<file path="config.mk">
export PLATFORM = sky130hd
export DESIGN_NAME = sevenseg_scan_ctrl
export DESIGN_NICKNAME = d
export VERILOG_FILES = /design/src/rtl/sevenseg_pkg.sv /design/src/rtl/sevenseg_hex.sv /design/src/rtl/sevenseg_scan_ctrl.sv
export SDC_FILE = /design/constraint.sdc
export NUM_CORES = 1
export LEC_CHECK = 0
export BUFFER_PORTS_ARGS = -buffer_cell sky130_fd_sc_hd__clkbuf_2
export CAP_MARGIN = 15
export CORE_UTILIZATION = 55
export DETAILED_ROUTE_END_ITERATION = 8
export GPL_ROUTABILITY_DRIVEN = 0
export GPL_TIMING_DRIVEN = 0
export PLACE_DENSITY = 0.74
export SYNTH_ARGS = -nofsm -noshare
export SYNTH_HDL_FRONTEND = slang
export SYNTH_HIERARCHICAL = 1
export SYNTH_SLANG_ARGS = --single-unit
</file>
<file path="constraint.sdc">
create_clock -name clk -period 2.7 [get_ports clk]
set_clock_uncertainty 0.2 [all_clocks]
set_input_delay 0.405 -clock clk [delete_from_list [all_inputs] [get_ports clk]]
set_output_delay 0.405 -clock clk [all_outputs]
set_load 0.01 [all_outputs]
</file>
<file path="src/rtl/sevenseg_pkg.sv">
// Shared types and constants for the seven-segment scan controller.
package sevenseg_pkg;

  typedef enum logic [0:0] {
    BLANK,
    SHOW
  } scan_state_t;

  localparam logic [6:0] SEG_BLANK    = 7'b1111111;
  localparam logic [3:0] NIBBLE_BLANK = 4'hF;

endpackage

</file>
<file path="src/rtl/sevenseg_hex.sv">
// Nibble to active-low {a,b,c,d,e,f,g} decoder; codes 10-15 render blank.
module sevenseg_hex
  import sevenseg_pkg::*;
(
  input  logic [3:0] nibble,
  output logic [6:0] segs
);

  always_comb begin
    segs = SEG_BLANK;
    case (nibble)
      4'd0: segs = 7'b0000001;
      4'd1: segs = 7'b1001111;
      4'd2: segs = 7'b0010010;
      4'd3: segs = 7'b0000110;
      4'd4: segs = 7'b1001100;
      4'd5: segs = 7'b0100100;
      4'd6: segs = 7'b0100000;
      4'd7: segs = 7'b0001111;
      4'd8: segs = 7'b0000000;
      4'd9: segs = 7'b0001100;
      default: segs = SEG_BLANK;
    endcase
  end

endmodule

</file>
<file path="src/rtl/sevenseg_scan_ctrl.sv">
// Time-multiplexed scan controller for a common-anode seven-segment display.
// Define SEVENSEG_LZB_EN to enable leading-zero blanking.
module sevenseg_scan_ctrl
  import sevenseg_pkg::*;
#(
  parameter int unsigned NUM_DIGITS   = 4,
  parameter int unsigned REFRESH_DIV  = 100000,
  parameter int unsigned BLANK_CYCLES = 2000
) (
  input  logic                      clk,
  input  logic                      rst_n,
  input  logic [4*NUM_DIGITS-1:0]   data_in,
  input  logic                      load,
  input  logic [NUM_DIGITS-1:0]     digit_en,
  output logic [NUM_DIGITS-1:0]     an,
  output logic [6:0]                segs,
  output logic                      frame_done
);

  localparam int unsigned CntW = $clog2(REFRESH_DIV);
  localparam int unsigned IdxW = (NUM_DIGITS > 1) ? $clog2(NUM_DIGITS) : 1;
  localparam logic [CntW-1:0] CntLast  = CntW'(REFRESH_DIV - 1);
  localparam logic [CntW-1:0] BlankLim = CntW'(BLANK_CYCLES);
  localparam logic [IdxW-1:0] IdxLast  = IdxW'(NUM_DIGITS - 1);

  if (NUM_DIGITS < 1 || NUM_DIGITS > 8 || REFRESH_DIV < 2 ||
      BLANK_CYCLES >= REFRESH_DIV) begin : g_param_check
    $error("sevenseg_scan_ctrl: illegal NUM_DIGITS/REFRESH_DIV/BLANK_CYCLES");
  end

  logic [CntW-1:0]         slot_cnt_q, slot_cnt_d;
  logic [IdxW-1:0]         idx_q, idx_d;
  scan_state_t             state_q, state_d;
  logic [4*NUM_DIGITS-1:0] active_q, shadow_q;
  logic                    pending_q;
  logic [NUM_DIGITS-1:0]   an_q, an_d;
  logic [6:0]              segs_q, segs_d;
  logic                    slot_end, frame_end;
  logic [3:0]              cur_nibble, dec_nibble;
  logic [6:0]              dec_segs;
  logic                    lz_suppress;

  always_comb begin
    slot_end   = (slot_cnt_q == CntLast);
    frame_end  = slot_end && (idx_q == IdxLast);
    slot_cnt_d = slot_end ? '0 : slot_cnt_q + CntW'(1);
    idx_d      = idx_q;
    if (slot_end) begin
      idx_d = (idx_q == IdxLast) ? '0 : idx_q + IdxW'(1);
    end
    // State follows the slot position the counter is about to take.
    state_d = (slot_cnt_d < BlankLim) ? BLANK : SHOW;
  end

  always_ff @(posedge clk or negedge rst_n) begin
    if (!rst_n) begin
      slot_cnt_q <= '0;
      idx_q      <= '0;
      state_q    <= BLANK;
    end else begin
      slot_cnt_q <= slot_cnt_d;
      idx_q      <= idx_d;
      state_q    <= state_d;
    end
  end

  // A load coinciding with the commit bypasses the shadow so it is not lost.
  always_ff @(posedge clk or negedge rst_n) begin
    if (!rst_n) begin
      active_q  <= '1;
      shadow_q  <= '1;
      pending_q <= 1'b0;
    end else if (load && frame_end) begin
      active_q  <= data_in;
      shadow_q  <= data_in;
      pending_q <= 1'b0;
    end else if (frame_end && pending_q) begin
      active_q  <= shadow_q;
      pending_q <= 1'b0;
    end else if (load) begin
      shadow_q  <= data_in;
      pending_q <= 1'b1;
    end
  end

  assign cur_nibble = active_q[{idx_q, 2'b00} +: 4];

`ifdef SEVENSEG_LZB_EN
  always_comb begin
    lz_suppress = 1'b0;
    if (idx_q != '0) begin
      lz_suppress = 1'b1;
      for (int k = 0; k < int'(NUM_DIGITS); k++) begin
        if (k >= int'(idx_q) && active_q[4*k +: 4] != 4'h0) lz_suppress = 1'b0;
      end
    end
  end
`else
  assign lz_suppress = 1'b0;
`endif

  assign dec_nibble = lz_suppress ? NIBBLE_BLANK : cur_nibble;

  sevenseg_hex u_hex (
    .nibble (dec_nibble),
    .segs   (dec_segs)
  );

  always_comb begin
    an_d   = '1;
    segs_d = SEG_BLANK;
    if (state_q == SHOW && digit_en[idx_q]) begin
      an_d[idx_q] = 1'b0;
      segs_d      = dec_segs;
    end
  end

  always_ff @(posedge clk or negedge rst_n) begin
    if (!rst_n) begin
      an_q   <= '1;
      segs_q <= SEG_BLANK;
    end else begin
      an_q   <= an_d;
      segs_q <= segs_d;
    end
  end

  assign an         = an_q;
  assign segs       = segs_q;
  assign frame_done = frame_end;

endmodule

</file>
==> results of run 1 <==
## path summary, 6_finish.rpt
kind | from | to
worst max-delay path | slot_cnt_q[11]$_DFF_PN0_ | frame_done
worst min-delay path | rst_n | slot_cnt_q[7]$_DFF_PN0_
worst max register to register | slot_cnt_q[11]$_DFF_PN0_ | idx_q[0]$_DFFE_PN0N_
worst min register to register | active_q[3]$_DFFE_PN1N_ | active_q[3]$_DFFE_PN1N_
max in group asynchronous | rst_n | slot_cnt_q[14]$_DFF_PN0_
min in group clk | data_in[13] | active_q[13]$_DFFE_PN1N_
## layout make-up
cell class                 instances  area share (%)
buffer                            21            3.32
clock inverter                     2           0.968
clock buffer                      13            4.35
inverter                           7           0.677
multi-input combinational        213            41.3
sequential                        64            42.7
tap                               75            2.42
timing repair buffer              33            4.32
## metal layers
metal,vias up,GRT usage [%],wire length [um]
li1,1188,-,-
met1,1195,33.1,3280
met2,66,35.9,3220
met3,5,4.20,285
met4,0,12.0,94
met5,-,0,0
## cell families after synthesis
family	Yosys count	synth area share [%]
multiplexers	22	9.09
AND/OR/NAND/NOR	110	18.5
adder cells (fa/ha/maj)	10	3.69
flip-flops	64	48.9
XOR/XNOR	16	4.14
buffers and inverters	28	4.51
AO/OA/AOI/OAI	55	11.2
## state kept, by name, summed over array words and instances (netlist names)
register    cells
active_q       16
pending_q       1
an              4
segs            7
shadow_q       16
slot_cnt_q     17
idx_q           2
state_q         1
## stage by stage
stage	worst slack, ns	util, %	cell area (um2)	instances
after floorplan	0.615	-	3390	305
after global routing	0.0188	65.5	3880	428
after CTS	0.0361	65.3	3870	428
after detailed placement	0.302	61.6	3650	413
final	0.113	65.5	3880	428
after global placement	0.317	61.6	3650	413
## layout by cell type, fill, tap and decap left out, types with 3 or more instances in the layout
master / instances
o21ai_0: 4
clkbuf_1: 9
nor2_1: 31
or3_1: 12
dfstp_2: 43
and4_1: 3
and3_1: 4
xnor2_1: 9
clkbuf_2: 34
o21ai_2: 5
buf_2: 5
nand3_1: 7
a22oi_1: 4
ha_1: 10
dfrtp_1: 21
buf_6: 5
nand2b_1: 9
o31ai_1: 11
o21ai_1: 4
nand2_1: 12
o22ai_1: 11
nand4_1: 8
mux4_2: 5
inv_1: 7
o2bb2ai_1: 4
clkbuf_8: 12
a21oi_1: 6
mux2_2: 16
xor2_1: 7
## report_power, final
group / total, mW / internal, mW / switching [mW]
combinational: 0.115 / 0.0545 / 0.0608
clock: 0.860 / 0.498 / 0.363
sequential: 1.02 / 1.01 / 0.0152
## worst max-delay path, stage by stage, from the launching register on
cell,delay [ns]
dfrtp_1,0.37
clkbuf_2,0.18
nor3_4,0.25
and4_1,0.23
and3_1,0.24
buf_4,0.22
clkbuf_2,0.16
## what timing repair did
item / CTS / global route
gates resized for setup: 3 / 2
endpoints found under the setup margin: 1 / 1
hold buffers: 0 / 0
==> flow_metrics.py, run 1 <==
metrics = {
    "outcome": {
        "run_status": "finished, final reports clean",
    },
    "placed_design": {
        "dp_hpwl_mm": 4.64,
        "port_buffers": 33,
    },
    "synthesis": {
        "synth_nets": 338,
        "yosys_warnings": 6,
        "synthArstFlopShare_pct": 100,
        "synth_most_common_cell": "dfstp_2",
        "syn_area_um2": 3390,
        "synth_commonest_cells": "dfstp_2 (43), nor2_1 (31), dfrtp_1 (21)",
        "syn-mean-instance-area_um2": 11.1,
        "postSynthCellCount": 305,
        "synthFlopType": "dfstp_2",
        "synth_edf_count": 0,
        "yosys.area.top_type": "dfstp_2",
        "synth_cell_type_count": 50,
        "yosys.area.top_type_share_pct": 33.4,
        "synth-seq-cells": 64,
        "ys_seq_area_share_pct": 48.9,
        "synth_area_leaders": "dfstp_2 (33%), dfrtp_1 (16%), mux2_2 (5.3%)",
    },
    "power": {
        "ir_drop_mv": 0.413,
        "power_density_nw_per_um2": 516,
        "report.power.total_mw": 2.00,
        "cellLeakagePower_nw": 1.58,
    },
    "floorplanning": {
        "dieArea_um2": 6480,
        "dieWidth_um": 80.5,
        "start_util_pct": 57.2,
        "io_pins": 35,
        "fp.coreArea_um2": 5920,
        "die_height_um": 80.5,
        "rows": 28,
    },
    "global_route": {
        "grt_pass1_wl_mm": 11.5,
        "grt_pass1_vias": 2412,
        "grt_overflow": 0,
        "gr-usage-all-layers_pct": 23.9,
        "antenna_found_initial": 0,
        "grt_max_degree": 65,
    },
    "sta": {
        "clock.fmax_mhz": 387,
        "finalMaxSlewViolations": 0,
        "max-slew-margin-rel_pct": 43.8,
        "rsz0062_at_grt": "no",
        "tightest_slew_ns": 0.843,
        "whs_ns": 0.00876,
        "hold_viol": 0,
        "finalSetupViolations": 0,
        "finalCriticalPeriod_ns": 2.59,
        "period_share_pct": 95.8,
        "fin_tns_setup_ns": 0,
    },
    "clocking": {
        "cts_sinks": 64,
        "cts.path.max_buffers": 2,
        "numCtsBuffers": 9,
        "clk_pin_slew_worst_paths_ns": 0.07,
        "cts_tree": "done",
        "clkLatencyLatePin_ns": 0.34,
        "htreeDepth": 3,
        "root_buffer": "clkbuf_8",
        "post_cts_buffers": 0,
    },
    "route": {
        "num_vias": 2454,
        "ant_nets": 0,
        "drc": 0,
        "drt_iter0_drc": 142,
        "dr.pass1.iters": 4,
        "wl_mm": 6.88,
        "via_per_inst": 5.73,
        "wl_per_cell_um": 16.1,
    },
    "critical_path": {
        "cp_max_fo": 10,
        "critical_path_class": "flop to primary output",
        "r2r_slack_ns": 0.36,
        "critical_path_arrival_ns": 1.98,
        "endpoint_kind": "primary output",
        "crit_required_ns": 2.10,
        "reg2reg_depth": 6,
        "critPathLaunchType": "flop",
    },
    "finish": {
        "drive_gt1_share_pct": 40.8,
        "syn_to_final_growth_pct": 14.5,
        "diodes": 0,
        "multi_input_area_um2": 1600,
        "regArea_um2": 1660,
        "num-nets-final": 382,
        "fillCellCount": 469,
    },
    "run": {
        "drv_cap": 0,
    },
    "worst_hold_path": {
        "hp-class": "input pin to async pin",
    },
}
Note: power is estimated with default switching activity, not from simulation.
==> run 2: changes to the inputs <==
--- a/config.mk
+++ b/config.mk
@@ -7,12 +7,13 @@
 export LEC_CHECK = 0
 export BUFFER_PORTS_ARGS = -buffer_cell sky130_fd_sc_hd__clkbuf_2
 export CAP_MARGIN = 15
-export CORE_UTILIZATION = 55
+export CORE_UTILIZATION = 38
 export DETAILED_ROUTE_END_ITERATION = 8
 export GPL_ROUTABILITY_DRIVEN = 0
 export GPL_TIMING_DRIVEN = 0
-export PLACE_DENSITY = 0.74
+export PLACE_DENSITY = 0.55
 export SYNTH_ARGS = -nofsm -noshare
 export SYNTH_HDL_FRONTEND = slang
 export SYNTH_HIERARCHICAL = 1
 export SYNTH_SLANG_ARGS = --single-unit
+export TNS_END_PERCENT = 30
==> constraint.sdc (replaced) <==
create_clock -name clk -period 2.7 [get_ports clk]
set_clock_uncertainty 0.2 [all_clocks]
set_input_delay 0 -clock clk [delete_from_list [all_inputs] [get_ports clk]]
set_output_delay 0 -clock clk [all_outputs]
set_load 0.01 [all_outputs]
==> flow_metrics.py, run 2 (synthesis results as in run 1) <==
metrics = {
    "clocking": {
        "numCtsBuffers": 9,
        "cts_resized": 0,
        "cts_tree": "done",
        "htreeDepth": 3,
        "hold_buffers": 21,
        "cts.path.max_buffers": 2,
        "root_buffer": "clkbuf_8",
        "post_cts_buffers": 0,
        "clkLatencyLatePin_ns": 0.34,
        "cts_sinks": 64,
        "clk_pin_slew_worst_paths_ns": 0.07,
    },
    "sta": {
        "clock.fmax_mhz": 402,
        "finalCriticalPeriod_ns": 2.49,
        "rsz0062_at_grt": "no",
        "tightest_slew_ns": 0.879,
        "finalMaxSlewViolations": 0,
        "max-slew-margin-rel_pct": 41.4,
        "fin_tns_setup_ns": 0,
        "finalSetupViolations": 0,
        "hold_viol": 0,
        "period_share_pct": 92.1,
    },
    "finish": {
        "stdcell_count": 483,
        "largest_reg_flops": 17,
        "final_common_cell": "dfstp_2",
        "num-nets-final": 403,
        "syn_to_final_growth_pct": 20.6,
        "final_cell_mix": "dfstp_2 (43), clkbuf_2 (34), nor2_1 (31)",
        "diodes": 0,
        "drive_gt1_share_pct": 38.1,
        "regMostFlops": "slot_cnt_q",
        "reg_top3": "slot_cnt_q x17, active_q x16, shadow_q x16",
    },
    "outcome": {
        "run_status": "finished, final reports clean",
    },
    "power": {
        "report.power.total_mw": 1.93,
        "switchingPower_mw": 0.462,
        "power_density_nw_per_um2": 473,
        "p_clk_share_pct": 39.7,
        "internal_power_mw": 1.47,
        "netSwitchingFraction_pct": 24.0,
        "pwr-share-comb_pct": 7.3,
        "cellLeakagePower_nw": 1.65,
        "ir_drop_mv": 0.225,
        "seqPwrFrac_pct": 53.0,
    },
    "critical_path": {
        "r2r_slack_ns": 0.21,
        "r2r-end": "segs[4]$_DFF_PN1_",
        "crit_required_ns": 2.78,
        "critical_path_class": "flop to flop",
        "rr_startpoint": "idx_q[0]$_DFFE_PN0N_",
        "reg2reg_depth": 6,
        "critPathLaunchType": "flop",
        "critical_path_arrival_ns": 2.56,
        "endpoint_kind": "flop",
        "cp_max_fo": 10,
    },
    "floorplanning": {
        "dieWidth_um": 96.4,
        "rows": 34,
        "start_util_pct": 39.0,
        "die_height_um": 96.4,
        "dieArea_um2": 9290,
        "fp.coreArea_um2": 8680,
        "io_pins": 35,
    },
    "global_route": {
        "grt_pass1_vias": 2362,
        "gr-usage-all-layers_pct": 17.2,
        "grt_pass1_wl_mm": 11.8,
        "grt_overflow": 0,
        "antenna_found_initial": 0,
        "grt_max_degree": 65,
    },
    "route": {
        "ant_nets": 0,
        "dr.pass1.iters": 4,
        "drt_iter0_drc": 96,
        "num_vias": 2495,
        "drc": 0,
        "wl_per_cell_um": 14.9,
        "via_per_inst": 5.17,
        "wl_mm": 7.20,
    },
    "placed_design": {
        "dp_cells": 446,
        "dp_hpwl_mm": 4.78,
        "port_buffers": 33,
    },
    "run": {
        "drv_cap": 0,
    },
    "worst_hold_path": {
        "hp-class": "input pin to async pin",
    },
}
## run 2: changes by cell type in the layout (fill, tap and decap cells not counted), sizes merged
cell and delta:
clkbuf -1, clkinv +2, clkinvlp +1, dlygate4sd3 +21, bufinv -1
## run 2: power by group through the flow
| stage | registers (mW) | clock network, mW | logic, mW |
|---|---|---|---|
| after floorplan | 1.03 | 0 | 0.0669 |
| after global placement | 1.04 | 0 | 0.116 |
| after detailed placement | 1.04 | 0 | 0.119 |
| after CTS | 1.02 | 0.790 | 0.144 |
| after global routing | 1.03 | 0.838 | 0.156 |
| final | 1.02 | 0.765 | 0.141 |
## run 2: worst max-delay path by stage
stage | start | endpoint | slack [ns] | cells past startpoint
after floorplan | slot_cnt_q[0]$_DFF_PN0_ | state_q$_DFF_PN0_ | 0.61 | 7
after global placement | slot_cnt_q[11]$_DFF_PN0_ | idx_q[0]$_DFFE_PN0N_ | 0.30 | 6
after detailed placement | slot_cnt_q[11]$_DFF_PN0_ | idx_q[0]$_DFFE_PN0N_ | 0.34 | 6
after CTS | idx_q[0]$_DFFE_PN0N_ | segs[4]$_DFF_PN1_ | 0.18 | 6
after global routing | slot_cnt_q[11]$_DFF_PN0_ | idx_q[0]$_DFFE_PN0N_ | 0.04 | 6
final | idx_q[0]$_DFFE_PN0N_ | segs[4]$_DFF_PN1_ | 0.21 | 6
## run 2: metal layers
metal | share of wire, % | global-route usage [%] | up-vias
li1 | - | - | 1228
met1 | 51 | 24.4 | 1220
met2 | 45 | 25.7 | 38
met3 | 2.4 | 3.05 | 9
met4 | 1.3 | 7.60 | 0
met5 | 0 | 0 | -
## run 2: worst max-delay path, cell delays in order, from the launching register on
cell	delay [ns]
dfrtp_1	0.37
buf_2	0.26
mux4_2	0.53
dlygate4sd3_1	0.57
and2_1	0.17
clkbuf_1	0.20
nand2b_1	0.14
## run 2: cell type report
class / instances / area, um2
Sequential cell: 64 / 1660
Clock inverter: 4 / 28.8
Tap cell: 108 / 135
Buffer: 21 / 126
Inverter: 7 / 26.3
Fill cell: 838 / 4590
Timing Repair Buffer: 54 / 378
Multi-Input combinational cell: 213 / 1580
Clock buffer: 12 / 155
## run 2: metrics by stage
step	utilization [%]	setup WS, ns	hold WS [ns]	area [um2]
CTS	47.1	0.179	0.177	4080
floorplan	-	0.615	-0.496	3390
detailed placement	42.5	0.337	0.00513	3690
finish	47.1	0.214	0.173	4080
global placement	42.5	0.304	0.0505	3690
global route	47.1	0.0438	0.240	4080
==> run 3: changes to the inputs <==
--- a/config.mk
+++ b/config.mk
@@ -11,7 +11,7 @@
 export DETAILED_ROUTE_END_ITERATION = 8
 export GPL_ROUTABILITY_DRIVEN = 0
 export GPL_TIMING_DRIVEN = 0
-export PLACE_DENSITY = 0.55
+export PLACE_DENSITY = 0.61
 export SYNTH_ARGS = -nofsm -noshare
 export SYNTH_HDL_FRONTEND = slang
 export SYNTH_HIERARCHICAL = 1
==> flow_metrics.py, run 3 (synthesis results as in run 1) <==
metrics = {
    "power": {
        "netSwitchingFraction_pct": 22.7,
        "ir_drop_mv": 0.200,
        "p_clk_share_pct": 45.0,
        "pwr-share-comb_pct": 6.5,
        "power_density_nw_per_um2": 513,
        "cellLeakagePower_nw": 1.67,
        "internal_power_mw": 1.63,
        "seqPwrFrac_pct": 48.5,
        "switchingPower_mw": 0.480,
        "report.power.total_mw": 2.11,
    },
    "route": {
        "dr.pass1.iters": 4,
        "drc": 0,
        "wl_per_cell_um": 14.4,
        "wl_mm": 6.95,
        "via_per_inst": 5.25,
        "drt_iter0_drc": 137,
        "ant_nets": 0,
        "num_vias": 2529,
    },
    "finish": {
        "fin_area_um2": 4120,
        "finish.utilization_pct": 47.4,
        "reg_top3": "slot_cnt_q x17, active_q x16, shadow_q x16",
        "num-nets-final": 402,
        "syn_to_final_growth_pct": 21.5,
        "regMostFlops": "slot_cnt_q",
        "final_common_cell": "dfstp_2",
        "diodes": 0,
        "final_cell_mix": "dfstp_2 (43), clkbuf_2 (34), nor2_1 (31)",
        "largest_reg_flops": 17,
        "drive_gt1_share_pct": 38.5,
    },
    "clocking": {
        "cts_sinks": 64,
        "cts_tree": "done",
        "htreeDepth": 3,
        "clk_pin_slew_worst_paths_ns": 0.07,
        "clkLatencyLatePin_ns": 0.35,
        "root_buffer": "clkbuf_8",
        "cts.path.max_buffers": 2,
        "post_cts_buffers": 0,
        "numCtsBuffers": 9,
    },
    "global_route": {
        "antenna_found_initial": 0,
        "met2_usage_pct": 27.1,
        "use_met1_pct": 23.2,
        "grt_util_met3_pct": 2.82,
        "grt_overflow": 0,
        "gr-max-usage-layer": "met2",
        "gr-usage-all-layers_pct": 17.1,
        "grt_max_degree": 65,
        "grt_pass1_vias": 2488,
        "grt_pass1_wl_mm": 12.1,
    },
    "worst_hold_path": {
        "hp-class": "input pin to async pin",
    },
    "placed_design": {
        "dp_hpwl_mm": 4.71,
        "placed_area_um2": 3690,
        "port_buffers": 33,
    },
    "floorplanning": {
        "fp.coreArea_um2": 8680,
        "io_pins": 35,
        "die_height_um": 96.4,
        "dieWidth_um": 96.4,
        "rows": 34,
        "dieArea_um2": 9290,
        "start_util_pct": 39.0,
    },
    "sta": {
        "clock.fmax_mhz": 405,
        "finalCriticalPeriod_ns": 2.47,
        "max-slew-margin-rel_pct": 43.0,
        "period_share_pct": 91.4,
        "tightest_slew_ns": 0.855,
        "finalSetupViolations": 0,
        "rsz0062_at_grt": "no",
        "fin_tns_setup_ns": 0,
        "hold_viol": 0,
        "finalMaxSlewViolations": 0,
    },
    "outcome": {
        "run_status": "finished, final reports clean",
    },
    "run": {
        "drv_cap": 0,
    },
    "critical_path": {
        "crit_required_ns": 2.78,
        "critical_path_arrival_ns": 2.55,
        "cp_max_fo": 10,
        "endpoint_kind": "flop",
        "critical_path_class": "flop to flop",
        "critPathLaunchType": "flop",
    },
}
==> run 3: cell count changes in the layout (fill, tap and decap cells not counted) <==
cell and delta:
clkinv_4 -1, clkbuf_1 -1, dlygate4sd3_1 -1, bufinv_16 +2
clkinv_2 -1, clkinvlp_4 -1, inv_6 +1, inv_4 +2
clkbuf_8 -1
==> run 3: critical path: stages, from the launching register on <==
cell	delay, ns
dfrtp_1	0.37
buf_2	0.26
mux4_2	0.52
dlygate4sd3_1	0.57
and2_1	0.17
clkbuf_1	0.20
nand2_1	0.12
==> run 3: per-layer routing <==
| layer | part of all wire (%) | wire [um] |
|---|---|---|
| met1 | 48 | 3350 |
| met2 | 47 | 3240 |
| met3 | 3.5 | 241 |
| met4 | 1.8 | 124 |
| met5 | 0 | 0 |
==> run 3: stage by stage <==
step | instances | worst slack [ns] | hold slack (ns)
2_1_floorplan | 305 | 0.615 | -0.496
3_5_place_dp | 446 | 0.307 | -0.00745
5_1_grt | 482 | 0.0745 | 0.239
6_report | 482 | 0.231 | 0.123
3_3_place_gp | 446 | 0.317 | 0.0486
4_1_cts | 482 | 0.187 | 0.166
==> run 3: worst paths after layout <==
check	slack, ns	cells past startpoint	from	endpoint
min in group clk	0.24	3	data_in[13]	shadow_q[13]$_DFFE_PN1P_
setup / recovery	0.23	6	idx_q[0]$_DFFE_PN0N_	an[1]$_DFF_PN1_
hold / removal	0.12	2	rst_n	slot_cnt_q[11]$_DFF_PN0_
setup reg to reg	0.23	6	idx_q[0]$_DFFE_PN0N_	an[1]$_DFF_PN1_
max in group asynchronous	1.63	2	rst_n	slot_cnt_q[10]$_DFF_PN0_
hold reg to reg	0.28	1	active_q[7]$_DFFE_PN1N_	active_q[7]$_DFFE_PN1N_
==> run 3: layout make-up <==
type	instances	area [um2]
Clock buffer	10	138
Multi-Input combinational cell	213	1580
Timing Repair Buffer	53	368
Buffer	21	126
Fill cell	814	4560
Sequential cell	64	1660
Inverter	7	26.3
Clock inverter	6	88.8
Tap cell	108	135
==> run 3: repair_timing <==
action / 4_1_cts / 5_1_grt
setup endpoints to repair: 0 / 0
gates resized for setup: 0 / 0
hold buffers: 20 / 0
endpoints found under the hold margin: 55 / 0
==> run 3: power groups by stage <==
stage          combinational [mW]  sequential (mW)  clock (mW)
2_1_floorplan              0.0669             1.03           0
3_3_place_gp                0.115             1.04           0
3_5_place_dp                0.118             1.04           0
4_1_cts                     0.140             1.02       0.972
5_1_grt                     0.154             1.03        1.02
6_report                    0.138             1.02       0.950
